**config.mk**
```make
export PLATFORM = sky130hd
export DESIGN_NAME = crc32_stream
export DESIGN_NICKNAME = d
export VERILOG_FILES = /design/src/rtl/crc32_stream.sv
export SDC_FILE = /design/constraint.sdc
export NUM_CORES = 1
export LEC_CHECK = 0
export ABC_CLOCK_PERIOD_IN_PS = 8530
export CAP_MARGIN = 20
export CORE_MARGIN = 2
export CORE_UTILIZATION = 55
export DETAILED_ROUTE_END_ITERATION = 16
export PLACE_DENSITY = 0.82
export REMOVE_ABC_BUFFERS = 1
export SLEW_MARGIN = 20
export SYNTH_ARGS = -nofsm -noshare
export SYNTH_HDL_FRONTEND = slang
export SYNTH_SLANG_ARGS = --single-unit
```
**constraint.sdc**
```tcl
create_clock -name clk -period 8.53 [get_ports clk]
set_input_delay 0.853 -clock clk [delete_from_list [all_inputs] [get_ports clk]]
set_output_delay 0.853 -clock clk [all_outputs]
set_load 0.005 [all_outputs]
```
**src/rtl/crc32_stream.sv**
```systemverilog
// Streaming CRC-32 engine: byte-lane beats with per-lane keep, frame delimiting
// and abort; registers a per-frame CRC, residue check flag and saturating byte count.
module crc32_stream #(
    parameter int unsigned DATA_BYTES = 4,
    parameter bit          REFLECT    = 1'b1,
    parameter logic [31:0] POLY       = 32'h04C11DB7,
    parameter logic [31:0] INIT       = 32'hFFFFFFFF,
    parameter logic [31:0] XOR_OUT    = 32'hFFFFFFFF,
    parameter logic [31:0] RESIDUE    = 32'hDEBB20E3
) (
    input  logic                      clk,
    input  logic                      rst_n,
    input  logic                      s_valid,
    input  logic [8*DATA_BYTES-1:0]   s_data,
    input  logic [DATA_BYTES-1:0]     s_keep,
    input  logic                      s_last,
    input  logic                      abort,
    output logic                      crc_valid,
    output logic [31:0]               crc_out,
    output logic                      crc_ok,
    output logic [15:0]               byte_count
);

    function automatic logic [31:0] reverse32(input logic [31:0] x);
        logic [31:0] r;
        r = '0;
        for (int unsigned i = 0; i < 32; i++) begin
            r[i] = x[31-i];
        end
        return r;
    endfunction

    localparam logic [31:0] POLY_REV = reverse32(POLY);

    typedef enum logic {IDLE, ACTIVE} state_t;

    state_t      state;
    logic [31:0] crc_q;
    logic [15:0] cnt_q;
    logic [31:0] crc_next;
    logic [15:0] cnt_next;
    logic [4:0]  pop;
    logic [16:0] cnt_sum;

    // Lanes fold in ascending order; unkept lanes are skipped entirely.
    always_comb begin
        crc_next = (state == IDLE) ? INIT : crc_q;
        for (int unsigned k = 0; k < DATA_BYTES; k++) begin
            if (s_keep[k]) begin
                if (REFLECT) begin
                    crc_next = crc_next ^ {24'd0, s_data[8*k +: 8]};
                    for (int unsigned b = 0; b < 8; b++) begin
                        crc_next = crc_next[0] ? ((crc_next >> 1) ^ POLY_REV)
                                               : (crc_next >> 1);
                    end
                end else begin
                    crc_next = crc_next ^ {s_data[8*k +: 8], 24'd0};
                    for (int unsigned b = 0; b < 8; b++) begin
                        crc_next = crc_next[31] ? ((crc_next << 1) ^ POLY)
                                                : (crc_next << 1);
                    end
                end
            end
        end
    end

    always_comb begin
        pop = '0;
        for (int unsigned k = 0; k < DATA_BYTES; k++) begin
            pop = pop + 5'(s_keep[k]);
        end
        cnt_sum  = {1'b0, ((state == IDLE) ? 16'd0 : cnt_q)} + 17'(pop);
        cnt_next = cnt_sum[16] ? '1 : cnt_sum[15:0];
    end

    always_ff @(posedge clk or negedge rst_n) begin
        if (!rst_n) begin
            state      <= IDLE;
            crc_q      <= INIT;
            cnt_q      <= '0;
            crc_valid  <= 1'b0;
            crc_out    <= '0;
            crc_ok     <= 1'b0;
            byte_count <= '0;
        end else begin
            crc_valid <= 1'b0;
            if (abort) begin
                state <= IDLE;
                crc_q <= INIT;
                cnt_q <= '0;
            end else if (s_valid) begin
                if (s_last) begin
                    state      <= IDLE;
                    crc_q      <= INIT;
                    cnt_q      <= '0;
                    crc_valid  <= 1'b1;
                    crc_out    <= crc_next ^ XOR_OUT;
                    crc_ok     <= (crc_next == RESIDUE);
                    byte_count <= cnt_next;
                end else begin
                    state <= ACTIVE;
                    crc_q <= crc_next;
                    cnt_q <= cnt_next;
                end
            end
        end
    end

endmodule

```
* Yosys cells after proc, flatten, opt, wreduce, memory -nomap -nowiden *
Index checks and enable logic that the tools add are counted.

cells by class
  eq/ne operators = 1
  add/sub/neg operators = 4
  bitwise operators = 38
  mux-type cells = 51
  reductions and logical operators = 2

operators by type and width
  kind                    number
  $mux W32                40
  $not A13 Y14            32
  $xor A32 B8 Y32         4
  $mux W16                5
  $eq A32 B32 Y1 const B  1
  $not A32 Y32            1
  $add A16 B5 Y17         1
  $add A5 B1 Y5           2
  $mux W1                 6
  $reduce_and A3 Y1       1
  $add A1 B1 Y2           1
  $reduce_bool A2 Y1      1
  $not A1 Y1              1

word-level totals
  output and inout port bits = 50
  flip-flop bits (word level) = 99
  bits of input ports = 41

* Depth between registers and ports, before layout *
  word-level depth = 76
  mapped depth = 22
  gate-level depth less buffers = 17

* Least setup slack after synthesis *
No wires, ideal clock.

  kind = input to register
  from = in s_data[4]
  to = reg crc_ok
  stages on the path = 19
  path buffers = 2
  data required time = 8.427 ns
  path slack = 2.704 ns
  arrival time = 5.722 ns
  path through = buf_2 > xor2_1 > nand3_1 > a211o_1 > a31oi_4 > xnor2_4 > xnor3_1 > o211a_1 > or2_1 > buf_4 > xnor2_1 > xnor2_1 > xnor2_1 > a21oi_2 > xor2_1 > a21oi_1 > or4b_2 > or4_1 > o41ai_2

on the way
  cells in the longest elaborated chain, start to end = 54
  elaborated cells between the ends (all ways) = 68

ends and longest elaborated chain
  item                           RTL line  RTL
  start, declared                14        input logic [8*DATA_BYTES-1:0] s_data,
  $xor A32 B8 Y32 (*)            51        crc_next = crc_next ^ {24'd0, s_data[8*k +: 8]};
  $mux W32 (*) (5 in a row)      53        crc_next = crc_next[0] ? ((crc_next >> 1) ^ POLY_REV)
  $not A13 Y14 (no source line)  n/a
  $mux W32 (*)                   53
  $not A13 Y14 (no source line)  n/a
  $mux W32 (*) (2 in a row)      53
  $mux W32 (*)                   49        if (s_keep[k]) begin
  $xor A32 B8 Y32                51
  [30 not listed]                n/a
  $not A13 Y14 (no source line)  n/a
  $mux W32                       53
  $not A13 Y14 (no source line)  n/a
  $mux W32 (3 in a row)          53
  $not A13 Y14 (no source line)  n/a
  $mux W32 (2 in a row)          53
  $mux W32 (*)                   49
  $eq A32 B32 Y1 (*)             98        crc_ok <= (crc_next == RESIDUE);
  end signal, assigned           98
  end, declared                  20        output logic crc_ok,

Mark *: on every way between the ends. The rest lies on a longest branch, timed or not.
A chain may end at the register's enable or synchronous reset.

* Worst setup path in the final report *
  from = in s_data[0]
  to = reg crc_ok

on the way
  cells in the longest elaborated chain, start to end = 54
  elaborated cells between the ends (all ways) = 72

ends and longest elaborated chain
  item                           RTL line
  $xor A32 B8 Y32 (*)            51
  $mux W32 (*)                   53
  $not A13 Y14 (no source line)  n/a
  $mux W32 (*)                   53
  $not A13 Y14 (no source line)  n/a
  $mux W32 (*) (2 in a row)      53
  $not A13 Y14 (no source line)  n/a
  $mux W32 (*)                   53
  [31 not listed]                n/a
  $mux W32                       53
  $mux W32 (*)                   49
  $xor A32 B8 Y32                51
  $mux W32 (2 in a row)          53
  $not A13 Y14 (no source line)  n/a
  $mux W32 (6 in a row)          53
  $mux W32 (*)                   49
  $eq A32 B32 Y1 (*)             98

Marks and branches as above.

==> metrics.csv <==
stage,metric,value,unit
yosys,syn-mean-instance-area,8.77,sq um
setup_path,worst-r2r-setup-slack,1730,ps
yosys,synth_top_area_share,14.4,%
setup_path,critical_path.reg2reg.startpoint,crc_q[0],
clock_network,cts_buffers,9,
placed_design,post-dp-hpwl,28700,um
yosys,synthDistinctLibCells,113,
sta,hold-worst-slack,466,ps
sta,maxSlewHeadroom,26.1,%
pwr,seqPwrFrac,16.0,%
pwr,power.density,375,nW/um^2
hold_path,worst_hold_path.endpoint,byte_count[3],
global_routing,largest_net_degree_at_the_start_of_global_routing,80,
yosys,synth-seq-area-share,21.6,%
setup_path,required_time_of_the_critical_path,8770,ps
layout,cell_area_after_layout,12800,sq um
layout,finalCoreUtilization,61.4,%
setup_path,critPathKind,input pin to register,
sta,worst_pin_slew,1110,ps
pwr,power.clock.fraction,7.9,%
detailed_routing,detail_route.drc_violations,0,
detailed_routing,drtAntennaViolNets,0,
clock_network,numClockSinks,99,
sta,final_period_util,84.0,%
global_routing,grt_pass1_wl,57100,um
floorplan,die-area,22400,sq um
floorplan,fp-row-count,53,
global_routing,grt_pass1_vias,9971,
yosys,synth_top_area_cell,sky130_fd_sc_hd__dfrtp_1,
clock_network,clock_tree_buf_depth,2,
setup_path,cpPeakStageDelay,830,ps
sta,slew_violations,0,
floorplan,die_w,150,um
pwr,power.internal,2.48,mW
pwr,worst_ir_drop_vdd,0.303,mV
hold_path,worst_hold_startpoint,byte_count[3],
sta,period_minus_slack,7170,ps
sta,timing.final.hold_violations,0,
yosys,synth_edf_count,0,
placed_design,port_buffers,90,
floorplan,ios,91,
setup_path,worst-r2r-cell-count,17,
hold_path,timing.hold.worst.class,register to register,
yosys,synth-async-reset-ratio,100,%
detailed_routing,via_count,10600,
placed_design,placement.cell_area,12600,sq um
global_routing,grt_use_total,33.1,%
layout,nets,1408,
setup_path,worst_r2r_endpoint,crc_ok,
setup_path,worst_path_max_delay_cell,sky130_fd_sc_hd__clkdlybuf4s50_1,
sta,grt_setup_unrepaired,false,
floorplan,core-area,20900,sq um
yosys,synth_seq_cells,99,
yosys,syn-instance-count,1330,
clock_network,cts_setup_buffers,0,
layout,flow.area_growth_from_synthesis,10.0,%
clock_network,clk_pin_slew,70,ps
clock_network,post_cts_resize_count,0,
detailed_routing,wl_per_cell,22.8,um
layout,layoutNonFillerInstCount,1640,
pwr,p_comb_share,76.1,%
floorplan,initial_standard_cell_utilization_of_the_core,55.9,%
yosys,yosys_synthesis_warning_count,0,
yosys,synth_top_flop_cell,sky130_fd_sc_hd__dfrtp_1,
setup_path,timing.critical_path.cells,"clkdlybuf4s50_1, xor2_2, and3_1, nor3_1, o21bai_1, nand3_1, xnor3_1, mux2i_1, buf_4, a2111oi_1, nand3_1, or2_0, a211oi_1, nor2_1, xor2_2, xnor3_1, mux2i_1, nand2_1, o41ai_2",
global_routing,grt_remaining_overflow,0,
detailed_routing,post_drt_via_cell_ratio,6.46,
detailed_routing,finalWirelength,37300,um
pwr,power.share.switching,48.5,%
setup_path,critPathCaptureType,register,
setup_path,setup.worst_path.start_class,input pin,
pwr,p_leak,5.12,nW
setup_path,arrival,7410,ps
sta,timing.clock.skew,6.04,ps
yosys,synth_area,11700,sq um
yosys,netlist_top_cells_area,"sky130_fd_sc_hd__dfrtp_1, sky130_fd_sc_hd__xnor2_1, sky130_fd_sc_hd__dfstp_2, sky130_fd_sc_hd__xnor3_1, sky130_fd_sc_hd__xor2_1",
flow_run,maxCapViolCount,0,
layout,num_antenna_cells,0,
setup_path,critPathMaxFanout,11,
clock_network,cts_tree,done,
placed_design,numPlacedInstances,1624,
clock_network,cts-hold-fix-buffers,0,
outcome,run_status,completed,
layout,share_of_layout_cells_above_drive_strength_1,11.4,%
sta,fmaxAchievable,0.140,GHz
placed_design,place_congestion,0.996,
floorplan,chipHeight,150,um
hold_path,hold_crit_depth,2,
detailed_routing,drt_iter0_drc,1311,
global_routing,grt_antenna_before_repair,0,
detailed_routing,dr.pass1.iters,6,
sta,tns,0,ps
clock_network,cts_root_buf,sky130_fd_sc_hd__clkbuf_16,
pwr,power_switching,2.33,mW
clock_network,cts-htree-levels,3,
clock_network,insertion_delay,340,ps
sta,timing.final.setup_violations,0,
==> metrics by stage <==
stage / worst slack (ps) / total power, mW
after floorplan: 1590 / 3.32
after global placement: 1200 / 4.29
after detailed placement: 1140 / 4.34
after CTS: 1490 / 4.74
after global routing: 896 / 5.06
final: 1360 / 4.81
==> per-layer routing <==
metal / global-route usage [%] / wire, um / vias up
met5: 0 / 0 / -
met4: 11.5 / 1250 / 0
met3: 4.63 / 3280 / 86
met2: 53.4 / 17100 / 536
met1: 45.7 / 15700 / 5101
li1: - / - / 4872
==> logic make-up (layout without fill, tap and decap cells) <==
kind of cell    after synthesis  count (layout)  share of synthesized area (%)
xor+xnor                    267             267                           27.1
flops                        99              99                           21.6
buf+inv                     101             136                           4.28
mux                          49              49                           4.64
fa+ha+maj                     7               7                          0.879
compound gates              376             376                           22.9
simple gates                431             431                           18.6
==> power by group through the flow <==
| stage | Clock, mW | Combinational, mW | Sequential [mW] |
|---|---|---|---|
| after floorplan | 0 | 2.61 | 0.717 |
| after global placement | 0 | 3.53 | 0.765 |
| after detailed placement | 0 | 3.57 | 0.766 |
| after CTS | 0.384 | 3.59 | 0.762 |
| after global routing | 0.407 | 3.87 | 0.778 |
| final | 0.381 | 3.66 | 0.769 |
==> placed cells by master, fill, tap and decap left out, types with 22 or more instances in the layout <==
master / netlist / layout
sky130_fd_sc_hd__xnor2_1: 146 / 146
sky130_fd_sc_hd__nand2_1: 128 / 128
sky130_fd_sc_hd__nor2_1: 110 / 110
sky130_fd_sc_hd__o21ai_0: 88 / 88
sky130_fd_sc_hd__clkdlybuf4s50_1: 0 / 85
sky130_fd_sc_hd__a21oi_1: 75 / 75
sky130_fd_sc_hd__dfrtp_1: 67 / 66
sky130_fd_sc_hd__xor2_1: 60 / 60
sky130_fd_sc_hd__xnor3_1: 35 / 35
sky130_fd_sc_hd__dfstp_2: 32 / 32
sky130_fd_sc_hd__nand2b_1: 29 / 29
sky130_fd_sc_hd__mux2i_1: 28 / 28
sky130_fd_sc_hd__o22a_1: 23 / 23
sky130_fd_sc_hd__nand3_1: 22 / 22
==> synth_stat cells, drive strengths merged (6+ instances only) <==
master / instances
a2111oi: 6
a211o: 6
a211oi: 20
a21o: 13
a21oi: 80
a311oi: 8
a31oi: 16
and2: 16
and3: 11
buf: 38
clkbuf: 46
dfrtp: 67
dfstp: 32
inv: 16
mux2: 18
mux2i: 31
nand2: 129
nand2b: 29
nand3: 25
nand4: 16
nor2: 113
nor3: 23
nor4: 10
o211a: 9
o211ai: 18
o21ai: 97
o22a: 23
o22ai: 14
o31ai: 6
or2: 8
or3: 17
or4: 8
xnor2: 155
xnor3: 37
xor2: 67
xor3: 8
==> worst max-delay path, delay by kind of cell <==
kind / cells / cell delay [ps]
muxes: 2 / 450
AOI/OAI and AO/OA: 4 / 1330
xor gates and xnor gates: 4 / 1590
and+or+nand+nor: 7 / 2140
buffers and inverters: 2 / 1050
==> state kept, by name, summed over array words and instances (netlist names) <==
name        flops
byte_count     16
cnt_q          16
crc_ok          1
crc_out        32
crc_q          32
crc_valid       1
state           1
==> cell type report <==
type                    instances  area (sq um)
clock buffers                   9           225
multi-input cells            1130          8660
repair buffers                103           976
inverters                      17          63.8
clock inverters                 7          51.3
flip-flops and latches         99          2520
fillers                      1811          8050
well taps                     275           344
==> worst max path at each step <==
stage | from | endpoint | cells after the start
5_1_grt | s_data[0] | crc_ok | 19
6_report | s_data[0] | crc_ok | 19
3_5_place_dp | s_data[4] | crc_ok | 18
3_3_place_gp | s_data[4] | crc_ok | 18
2_1_floorplan | state | crc_ok | 14
4_1_cts | s_data[0] | crc_ok | 18
Power figures use the tool's default switching activity.
